File: src/rtl/eth_switch_nxn.sv
`default_nettype none
// ============================================================================
// eth_switch_nxn : NxN packet switch, per-input FIFOs, per-output RR arbiters
// Revision       : 1.0 - initial release
// ============================================================================
module eth_switch_nxn #(
  parameter int NPORTS = 2,
  parameter int DW     = 32,
  parameter int DEPTH  = 16
) (
  input  logic                 clk,
  input  logic                 reset,
  input  logic [NPORTS*DW-1:0] in_data,
  input  logic [NPORTS-1:0]    in_valid,
  input  logic [NPORTS-1:0]    in_sop,
  input  logic [NPORTS-1:0]    in_eop,
  output logic [NPORTS-1:0]    in_stall,
  output logic [NPORTS*DW-1:0] out_data,
  output logic [NPORTS-1:0]    out_valid,
  output logic [NPORTS-1:0]    out_sop,
  output logic [NPORTS-1:0]    out_eop,
  input  logic [NPORTS-1:0]    out_ready,
  output logic [NPORTS*8-1:0]  drop_cnt
);

  localparam int PW = $clog2(NPORTS);
  localparam int AW = $clog2(DEPTH);
  localparam int CW = AW + 1;
  localparam int EW = DW + 2;
  localparam logic [CW-1:0] STALL_LVL = CW'(DEPTH - 1);

  typedef enum logic {
    ARB_IDLE   = 1'b0,
    ARB_LOCKED = 1'b1
  } arb_state_t;

  // FIFO entry layout: {sop, eop, data}
  logic [EW-1:0]     mem_q     [NPORTS][DEPTH];
  logic [AW-1:0]     wr_ptr_q  [NPORTS];
  logic [AW-1:0]     wr_ptr_d  [NPORTS];
  logic [AW-1:0]     rd_ptr_q  [NPORTS];
  logic [AW-1:0]     rd_ptr_d  [NPORTS];
  logic [CW-1:0]     cnt_q     [NPORTS];
  logic [CW-1:0]     cnt_d     [NPORTS];
  logic [7:0]        drop_q    [NPORTS];
  logic [7:0]        drop_d    [NPORTS];
  logic [NPORTS-1:0] open_q;
  logic [NPORTS-1:0] open_d;
  logic [NPORTS-1:0] wr_en;
  logic [NPORTS-1:0] rd_en;
  logic [EW-1:0]     head_word [NPORTS];
  logic [NPORTS-1:0] head_vld;
  logic [NPORTS-1:0] sop_req   [NPORTS];

  arb_state_t        state_q   [NPORTS];
  arb_state_t        state_d   [NPORTS];
  logic [PW-1:0]     owner_q   [NPORTS];
  logic [PW-1:0]     owner_d   [NPORTS];
  logic [PW-1:0]     rr_q      [NPORTS];
  logic [PW-1:0]     rr_d      [NPORTS];
  logic [DW-1:0]     odata_q   [NPORTS];
  logic [DW-1:0]     odata_d   [NPORTS];
  logic [NPORTS-1:0] ov_q, ov_d;
  logic [NPORTS-1:0] osop_q, osop_d;
  logic [NPORTS-1:0] oeop_q, oeop_d;
  logic [NPORTS-1:0] load_ok;
  logic [NPORTS-1:0] arb_found;
  logic [NPORTS-1:0] arb_xfer;
  logic [PW-1:0]     arb_src   [NPORTS];
  logic [PW-1:0]     cand;

  // FIFO heads and the per-output request matrix (sop words by destination)
  always_comb begin
    for (int i = 0; i < NPORTS; i++) begin
      head_word[i] = mem_q[i][rd_ptr_q[i]];
      head_vld[i]  = (cnt_q[i] != '0);
    end
    for (int o = 0; o < NPORTS; o++) begin
      for (int i = 0; i < NPORTS; i++) begin
        sop_req[o][i] = head_vld[i] && head_word[i][EW-1] &&
                        (head_word[i][PW-1:0] == PW'(o));
      end
    end
  end

  always_comb begin
    rd_en = '0;
    cand  = '0;
    for (int o = 0; o < NPORTS; o++) begin
      arb_found[o] = 1'b0;
      arb_src[o]   = owner_q[o];
      state_d[o]   = state_q[o];
      owner_d[o]   = owner_q[o];
      rr_d[o]      = rr_q[o];
      ov_d[o]      = ov_q[o];
      osop_d[o]    = osop_q[o];
      oeop_d[o]    = oeop_q[o];
      odata_d[o]   = odata_q[o];
      if (state_q[o] == ARB_IDLE) begin
        for (int k = 0; k < NPORTS; k++) begin
          cand = rr_q[o] + PW'(k);
          if (!arb_found[o] && sop_req[o][cand]) begin
            arb_found[o] = 1'b1;
            arb_src[o]   = cand;
          end
        end
      end
      load_ok[o]  = !ov_q[o] || out_ready[o];
      arb_xfer[o] = load_ok[o] &&
                    ((state_q[o] == ARB_IDLE) ? arb_found[o] : head_vld[owner_q[o]]);
      if (arb_xfer[o]) begin
        rd_en[arb_src[o]] = 1'b1;
        ov_d[o]    = 1'b1;
        osop_d[o]  = head_word[arb_src[o]][EW-1];
        oeop_d[o]  = head_word[arb_src[o]][EW-2];
        odata_d[o] = head_word[arb_src[o]][DW-1:0];
        if (state_q[o] == ARB_IDLE) begin
          rr_d[o] = arb_src[o] + PW'(1);
          // a one-word packet is fully moved in the grant cycle, so no lock
          if (!head_word[arb_src[o]][EW-2]) begin
            state_d[o] = ARB_LOCKED;
            owner_d[o] = arb_src[o];
          end
        end else if (head_word[arb_src[o]][EW-2]) begin
          state_d[o] = ARB_IDLE;
        end
      end else if (load_ok[o]) begin
        ov_d[o] = 1'b0;
      end
    end
  end

  // Accept only legal framing; after any accepted word the packet is open iff no eop
  always_comb begin
    for (int i = 0; i < NPORTS; i++) begin
      in_stall[i]  = (cnt_q[i] >= STALL_LVL);
      wr_en[i]     = in_valid[i] && !in_stall[i] && (in_sop[i] ? !open_q[i] : open_q[i]);
      wr_ptr_d[i]  = wr_ptr_q[i] + AW'(wr_en[i]);
      rd_ptr_d[i]  = rd_ptr_q[i] + AW'(rd_en[i]);
      cnt_d[i]     = cnt_q[i] + CW'(wr_en[i]) - CW'(rd_en[i]);
      open_d[i]    = wr_en[i] ? !in_eop[i] : open_q[i];
      drop_d[i]    = drop_q[i];
      if (in_valid[i] && !wr_en[i] && (drop_q[i] != 8'hFF)) begin
        drop_d[i] = drop_q[i] + 8'd1;
      end
    end
  end

  always_ff @(posedge clk) begin
    for (int i = 0; i < NPORTS; i++) begin
      if (wr_en[i]) begin
        mem_q[i][wr_ptr_q[i]] <= {in_sop[i], in_eop[i], in_data[i*DW +: DW]};
      end
    end
  end

  always_ff @(posedge clk or posedge reset) begin
    if (reset) begin
      open_q <= '0;
      ov_q   <= '0;
      osop_q <= '0;
      oeop_q <= '0;
      for (int i = 0; i < NPORTS; i++) begin
        wr_ptr_q[i] <= '0;
        rd_ptr_q[i] <= '0;
        cnt_q[i]    <= '0;
        drop_q[i]   <= '0;
        state_q[i]  <= ARB_IDLE;
        owner_q[i]  <= '0;
        rr_q[i]     <= '0;
        odata_q[i]  <= '0;
      end
    end else begin
      open_q <= open_d;
      ov_q   <= ov_d;
      osop_q <= osop_d;
      oeop_q <= oeop_d;
      for (int i = 0; i < NPORTS; i++) begin
        wr_ptr_q[i] <= wr_ptr_d[i];
        rd_ptr_q[i] <= rd_ptr_d[i];
        cnt_q[i]    <= cnt_d[i];
        drop_q[i]   <= drop_d[i];
        state_q[i]  <= state_d[i];
        owner_q[i]  <= owner_d[i];
        rr_q[i]     <= rr_d[i];
        odata_q[i]  <= odata_d[i];
      end
    end
  end

  assign out_valid = ov_q;
  assign out_sop   = osop_q;
  assign out_eop   = oeop_q;

  generate
    for (genvar g = 0; g < NPORTS; g++) begin : g_pack
      assign out_data[g*DW +: DW] = odata_q[g];
      assign drop_cnt[g*8 +: 8]   = drop_q[g];
    end
  endgenerate

endmodule
`default_nettype wire

File: config.mk
export PLATFORM = sky130hd
export DESIGN_NAME = eth_switch_nxn
export DESIGN_NICKNAME = d
export VERILOG_FILES = /design/src/rtl/eth_switch_nxn.sv
export SDC_FILE = /design/constraint.sdc
export NUM_CORES = 1
export LEC_CHECK = 0
export BUFFER_PORTS_ARGS = -buffer_cell sky130_fd_sc_hd__buf_2
export CORE_ASPECT_RATIO = 1.5
export CORE_MARGIN = 4
export CORE_UTILIZATION = 55
export CTS_CLUSTER_DIAMETER = 40
export DETAILED_ROUTE_END_ITERATION = 10
export PLACE_DENSITY = 0.83
export RECOVER_POWER = 100
export SLEW_MARGIN = 10
export SYNTH_ARGS = -nofsm -noshare
export SYNTH_HDL_FRONTEND = slang
export SYNTH_SLANG_ARGS = --single-unit
File: constraint.sdc
create_clock -name clk -period 5.5 [get_ports clk]
set_input_delay 0.275 -clock clk [delete_from_list [all_inputs] [get_ports clk]]
set_output_delay 0.275 -clock clk [all_outputs]
set_load 0.03 [all_outputs]
# After elaboration in Yosys (flattened, before gate mapping)

Memory sizes are Yosys's and may differ from the RTL's.
Index checks and enable logic that the tools add are counted.

Register bits: 120
Latch bits: 0
Memory bits (writable): 1088
ROM bits: 0
Input port bits: 74
Output and inout bits: 88
Logic and storage cells: 178
Memories kept: 1

Memories:

| memory | depth | bits a word | read ports | clocked after memory_dff | write ports | line | text |
|---|---|---|---|---|---|---|---|
| mem_q  | 2     | 544         | 2          | 0                        | 2           | 38   | `logic [EW-1:0] mem_q [NPORTS][DEPTH];` |

Add/sub/neg operators: 14
$mul: 0
Divide/modulo/power cells: 0
$lt $le $gt $ge: 20
Eq/ne operators: 2
Shift-type cells: 0
Multiplexer cells: 60
Bitwise gates (word level): 13
Reductions and logical operators: 44

Operators with widths:

| kind                  | count |
|---|---|
| $mux W544             | 2 |
| $mux W34              | 12 |
| $bmux W34 S4          | 2 |
| $demux W34 S4         | 2 |
| $mux W1               | 38 |
| $logic_and A1 B1 Y1   | 22 |
| $ge A5 B5 Y1 const B  | 4 |
| $not A4 Y5            | 4 |
| $add A4 B1 Y4         | 4 |
| $add A8 B1 Y8 const B | 2 |
| $lt A1 B2 Y1 const B  | 8 |
| $ne A8 B8 Y1 const B  | 2 |
| $logic_not A1 Y1      | 12 |
| $add A5 B1 Y5         | 2 |
| $ge A5 B4 Y1 const B  | 2 |
| $lt A5 B1 Y1 const B  | 2 |
| $reduce_bool A5 Y1    | 2 |
| $sub A5 B1 Y5         | 2 |
| $not A1 Y1            | 6 |
| $reduce_and A3 Y1     | 2 |
| $add A1 B1 Y1 const B | 4 |
| $ge A2 B2 Y1 const B  | 2 |
| $mux W2               | 2 |
| $not A1 Y2            | 2 |
| 6 further kinds       | 11 |

# Logic depth before layout (Yosys ltp)

Depth after elaboration: 22
Mapped depth: 20
Depth with buffers taken out: 18

# Worst setup path before layout

No wires, ideal clock.

Path type: reg-to-reg
Start: register cnt_q[1] (netlist bit)
End: memory mem_q[0][1054] (netlist bit) (enable)
Setup time: 0.467 ns
Arrival: 3.819 ns
Required time: 5.033 ns
Setup slack: 1.214 ns
Cell stages (with the launch flop): 6
Buffers on the path: 0
Period minus slack after synthesis: 4.286 ns
Path through: dfrtp_1 -> ha_1 -> a22oi_1 -> o2111ai_1 -> or3_1 -> nor3_1

RTL lines:

| what                              | line | text |
|---|---|---|
| from (decl)                       | 43   | `logic [CW-1:0] cnt_q [NPORTS];` |
| from (signal, indexed assignment) | 181  | `cnt_q[i] <= cnt_d[i];` |
| to (decl)                         | 38   |  |

==> out/results.txt <==
Status -> finished with violations
Violated checks -> max-capacitance violations, max-slew violations
Pwr dens -> 551 mW/mm^2
RR Startpoint -> rd_ptr_q[1]$_DFF_PP0_
Setup crit end kind -> flip-flop
Reg power frac -> 0.396
Drt wl/cell -> 31.4 um
Primary FF master, synth -> edfxtp_1
Layout cells sized above 1 -> 0.206
Synth unique cells -> 61
Number of synthesized flops with an enable pin -> 1,088
Setup crit start kind -> input pin
Final min period -> 5.12 ns
TritonCTS buffer count -> 109
Met2 wire len -> 62,800 um
Die height -> 369 um
Sw Ratio -> 0.359
# rows -> 132
Sequential fraction of the synthesis area -> 0.747
Clk sinks -> 1,208
Top sig layer -> met4
Total track usage -> 0.264
Hold Path Class -> input pin to flip-flop
Pins Over Slew Limit -> 980
Required time worst endpoint -> 5.83 ns
CTS tree -> yes
Avg Cell Area, Syn -> 20.2 sq um
Crit path from -> in_sop[0]
Clk Latency, worst-skew pair -> 0.73 ns
Die extent in x -> 249 um
#FFs+latches synth -> 1,208
Final Cycle Share -> 0.931
Worst slew margin -> -1.19
Final hold vios -> 0
Worst Tran Pin Value -> 3.27 ns
Placer Congestion -> 0.914
Commonest non-fill, non-tap cell in the layout -> edfxtp_1
Die area -> 0.0917 sq mm
Routed wire length -> 121,000 um
Worst vdd rail ir drop -> 0.472 mV
Port bufs -> 161
Via/cell ratio -> 6.72
Post-Syn Area -> 0.0477 sq mm
Met3 routed WL -> 12,200 um
Resized cells post-CTS -> 0
Unrepaired setup endpoints after global routing -> no
I/O pins -> 162
Initial antenna violation count -> 10
Layout fillers -> 5,779
Initial cell density of the core -> 0.554
Fmax -> 195 MHz
Via Count -> 25,818
Max clock buf depth -> 3
Layout Skew -> 0.0414 ns
Warnings, synthesis -> 0
Grt ovf -> 0
Internal power -> 19.1 mW
Dpl hpwl -> 69,700 um
Fin Setup TNS -> 0 ns
H-tree depth -> 3
Clock root buffer -> clkbuf_16
DR iter-0 viols -> 3,210
P_leak -> 17.1 nW
Largest net degree at the start of global routing -> 120
Mapped Cells -> 2,362
Critical-path maximum fanout -> 19
Post-synth net total -> 2,466
Core area -> 0.0862 sq mm
Global-route wire length before repair -> 179,000 um
Sw power -> 10.7 mW
Clk pin slew, worst setup/hold paths -> 0.07 ns
Clk pwr share -> 0.259
Max cap viols -> 36
Hold path startpoint -> out_ready[1]
Tot Pwr -> 29.7 mW
Vias in the first global route -> 26,821
Final nets -> 2,707
Most frequent cells in the layout -> edfxtp_1 (1,088), mux4_2 (300), clkbuf_1 (184), dfrtp_1 (115), clkbuf_16 (110)
# DRC -> 0
Crit Path Class -> input pin to flip-flop
Met1 WL -> 39,700 um
Async set or reset register ratio after synthesis -> 0.0993
Combinational fraction of design power -> 0.345
Arrival time at the worst endpoint -> 5.45 ns
Final count of negative-setup-slack endpoints -> 0
Drt pass-1 iters -> 6
Area growth, synth to finish -> 12.9%
Final ANT Viol Nets -> 0
## metrics by stage
stage               cell area (sq um)  utilization  hold slack, ns  worst slack (ns)  cells
finish                          53900        0.625          0.0947             0.377   3841
global route                    53900        0.625          0.0959             0.215   3840
CTS                             54400        0.631          0.0293             0.688   3834
detailed placement              50000        0.580           0.430             0.752   3561
global placement                50000        0.580           0.407             0.857   3561
floorplan                       47700            -           0.374              1.21   2362
## per-layer routing
metal | track usage | up-vias
met4 | 0.108 | 0
met5 | 0 | -
met2 | 0.461 | 1800
li1 | - | 10415
met3 | 0.0598 | 397
met1 | 0.321 | 13206
## state kept, by name, summed over array words and instances, names as in the netlist
signal and flops:
mem_q 1088, out_eop 2, out_sop 2, open_q 2, rd_ptr_q 8, state_q 2, drop_cnt 16, rr_q 2
owner_q 2, cnt_q 10, out_data 64, wr_ptr_q 8, out_valid 2
## final cells by class
cell class / instances / area, sq um / share of cell area
inverter: 26 / 98.8 / 0.00183
clock buffer: 128 / 2840 / 0.0527
clock inverter: 75 / 810 / 0.0150
timing repair buffer: 294 / 1710 / 0.0317
sequential: 1208 / 35700 / 0.662
tap: 1139 / 1430 / 0.0265
multi-input combinational: 964 / 11300 / 0.210
antenna: 7 / 17.5 / 0.000325
## Yosys cell counts, types with 25 or more instances
cell         n  share of area
nor4_1      30         0.0039
a22o_1      32         0.0059
a221oi_1    34         0.0062
inv_1       25         0.0020
a21oi_1    104          0.011
o21ai_0     43         0.0045
o211ai_1    30         0.0047
dfrtp_1    120          0.063
ha_1        28         0.0073
clkbuf_1    97         0.0076
nand2_1     26         0.0020
a211oi_1    33         0.0052
edfxtp_1  1088           0.68
or3_1       33         0.0043
buf_2       41         0.0043
a31oi_1     64         0.0084
nor2_1      41         0.0032
mux4_2     300           0.14
## cell families after synthesis
| group | share of synthesized area |
|---|---|
| xor+xnor | 0.00550 |
| compound gates | 0.0535 |
| mux | 0.145 |
| simple gates | 0.0232 |
| fa+ha+maj | 0.00818 |
| flops | 0.747 |
| buf+inv | 0.0173 |
## critical path: stages
cell and delay (ns):
dlygate4sd3_1 0.58, clkbuf_1 0.60, xor2_1 0.21, o2111ai_1 0.35
or3_1 0.48, nor2_1 2.08, clkbuf_2 0.85
## repair_timing
action                    4_1_cts  5_1_grt
hold buffers                   70        0
hold endpoints to repair     1162        0
buffers inserted                0        0
## power groups by stage
stage	logic, mW	registers (mW)	clock network [mW]
3_3_place_gp	9.78	11.8	0
6_report	10.3	11.8	7.69
2_1_floorplan	7.03	11.9	0
5_1_grt	10.9	11.8	8.16
4_1_cts	10.3	11.7	7.76
3_5_place_dp	10.1	11.9	0
## path summary, 6_finish.rpt
| kind | endpoint | slack [ns] | depth (start not counted) |
|---|---|---|---|
| min in group asynchronous | drop_cnt[13]$_DFFE_PP0P_ | 1.05 | 3 |
| min | out_valid[1]$_DFFE_PP0P_ | 0.09 | 3 |
| max | mem_q[0][454]$_DFFE_PP_ | 0.38 | 7 |
| min reg2reg | drop_cnt[5]$_DFFE_PP0P_ | 0.50 | 1 |
| max reg2reg | cnt_q[9]$_DFF_PP0_ | 0.46 | 17 |
| max in group asynchronous | rd_ptr_q[0]$_DFF_PP0_ | 1.94 | 4 |
(Power assumes the default switching activity.)
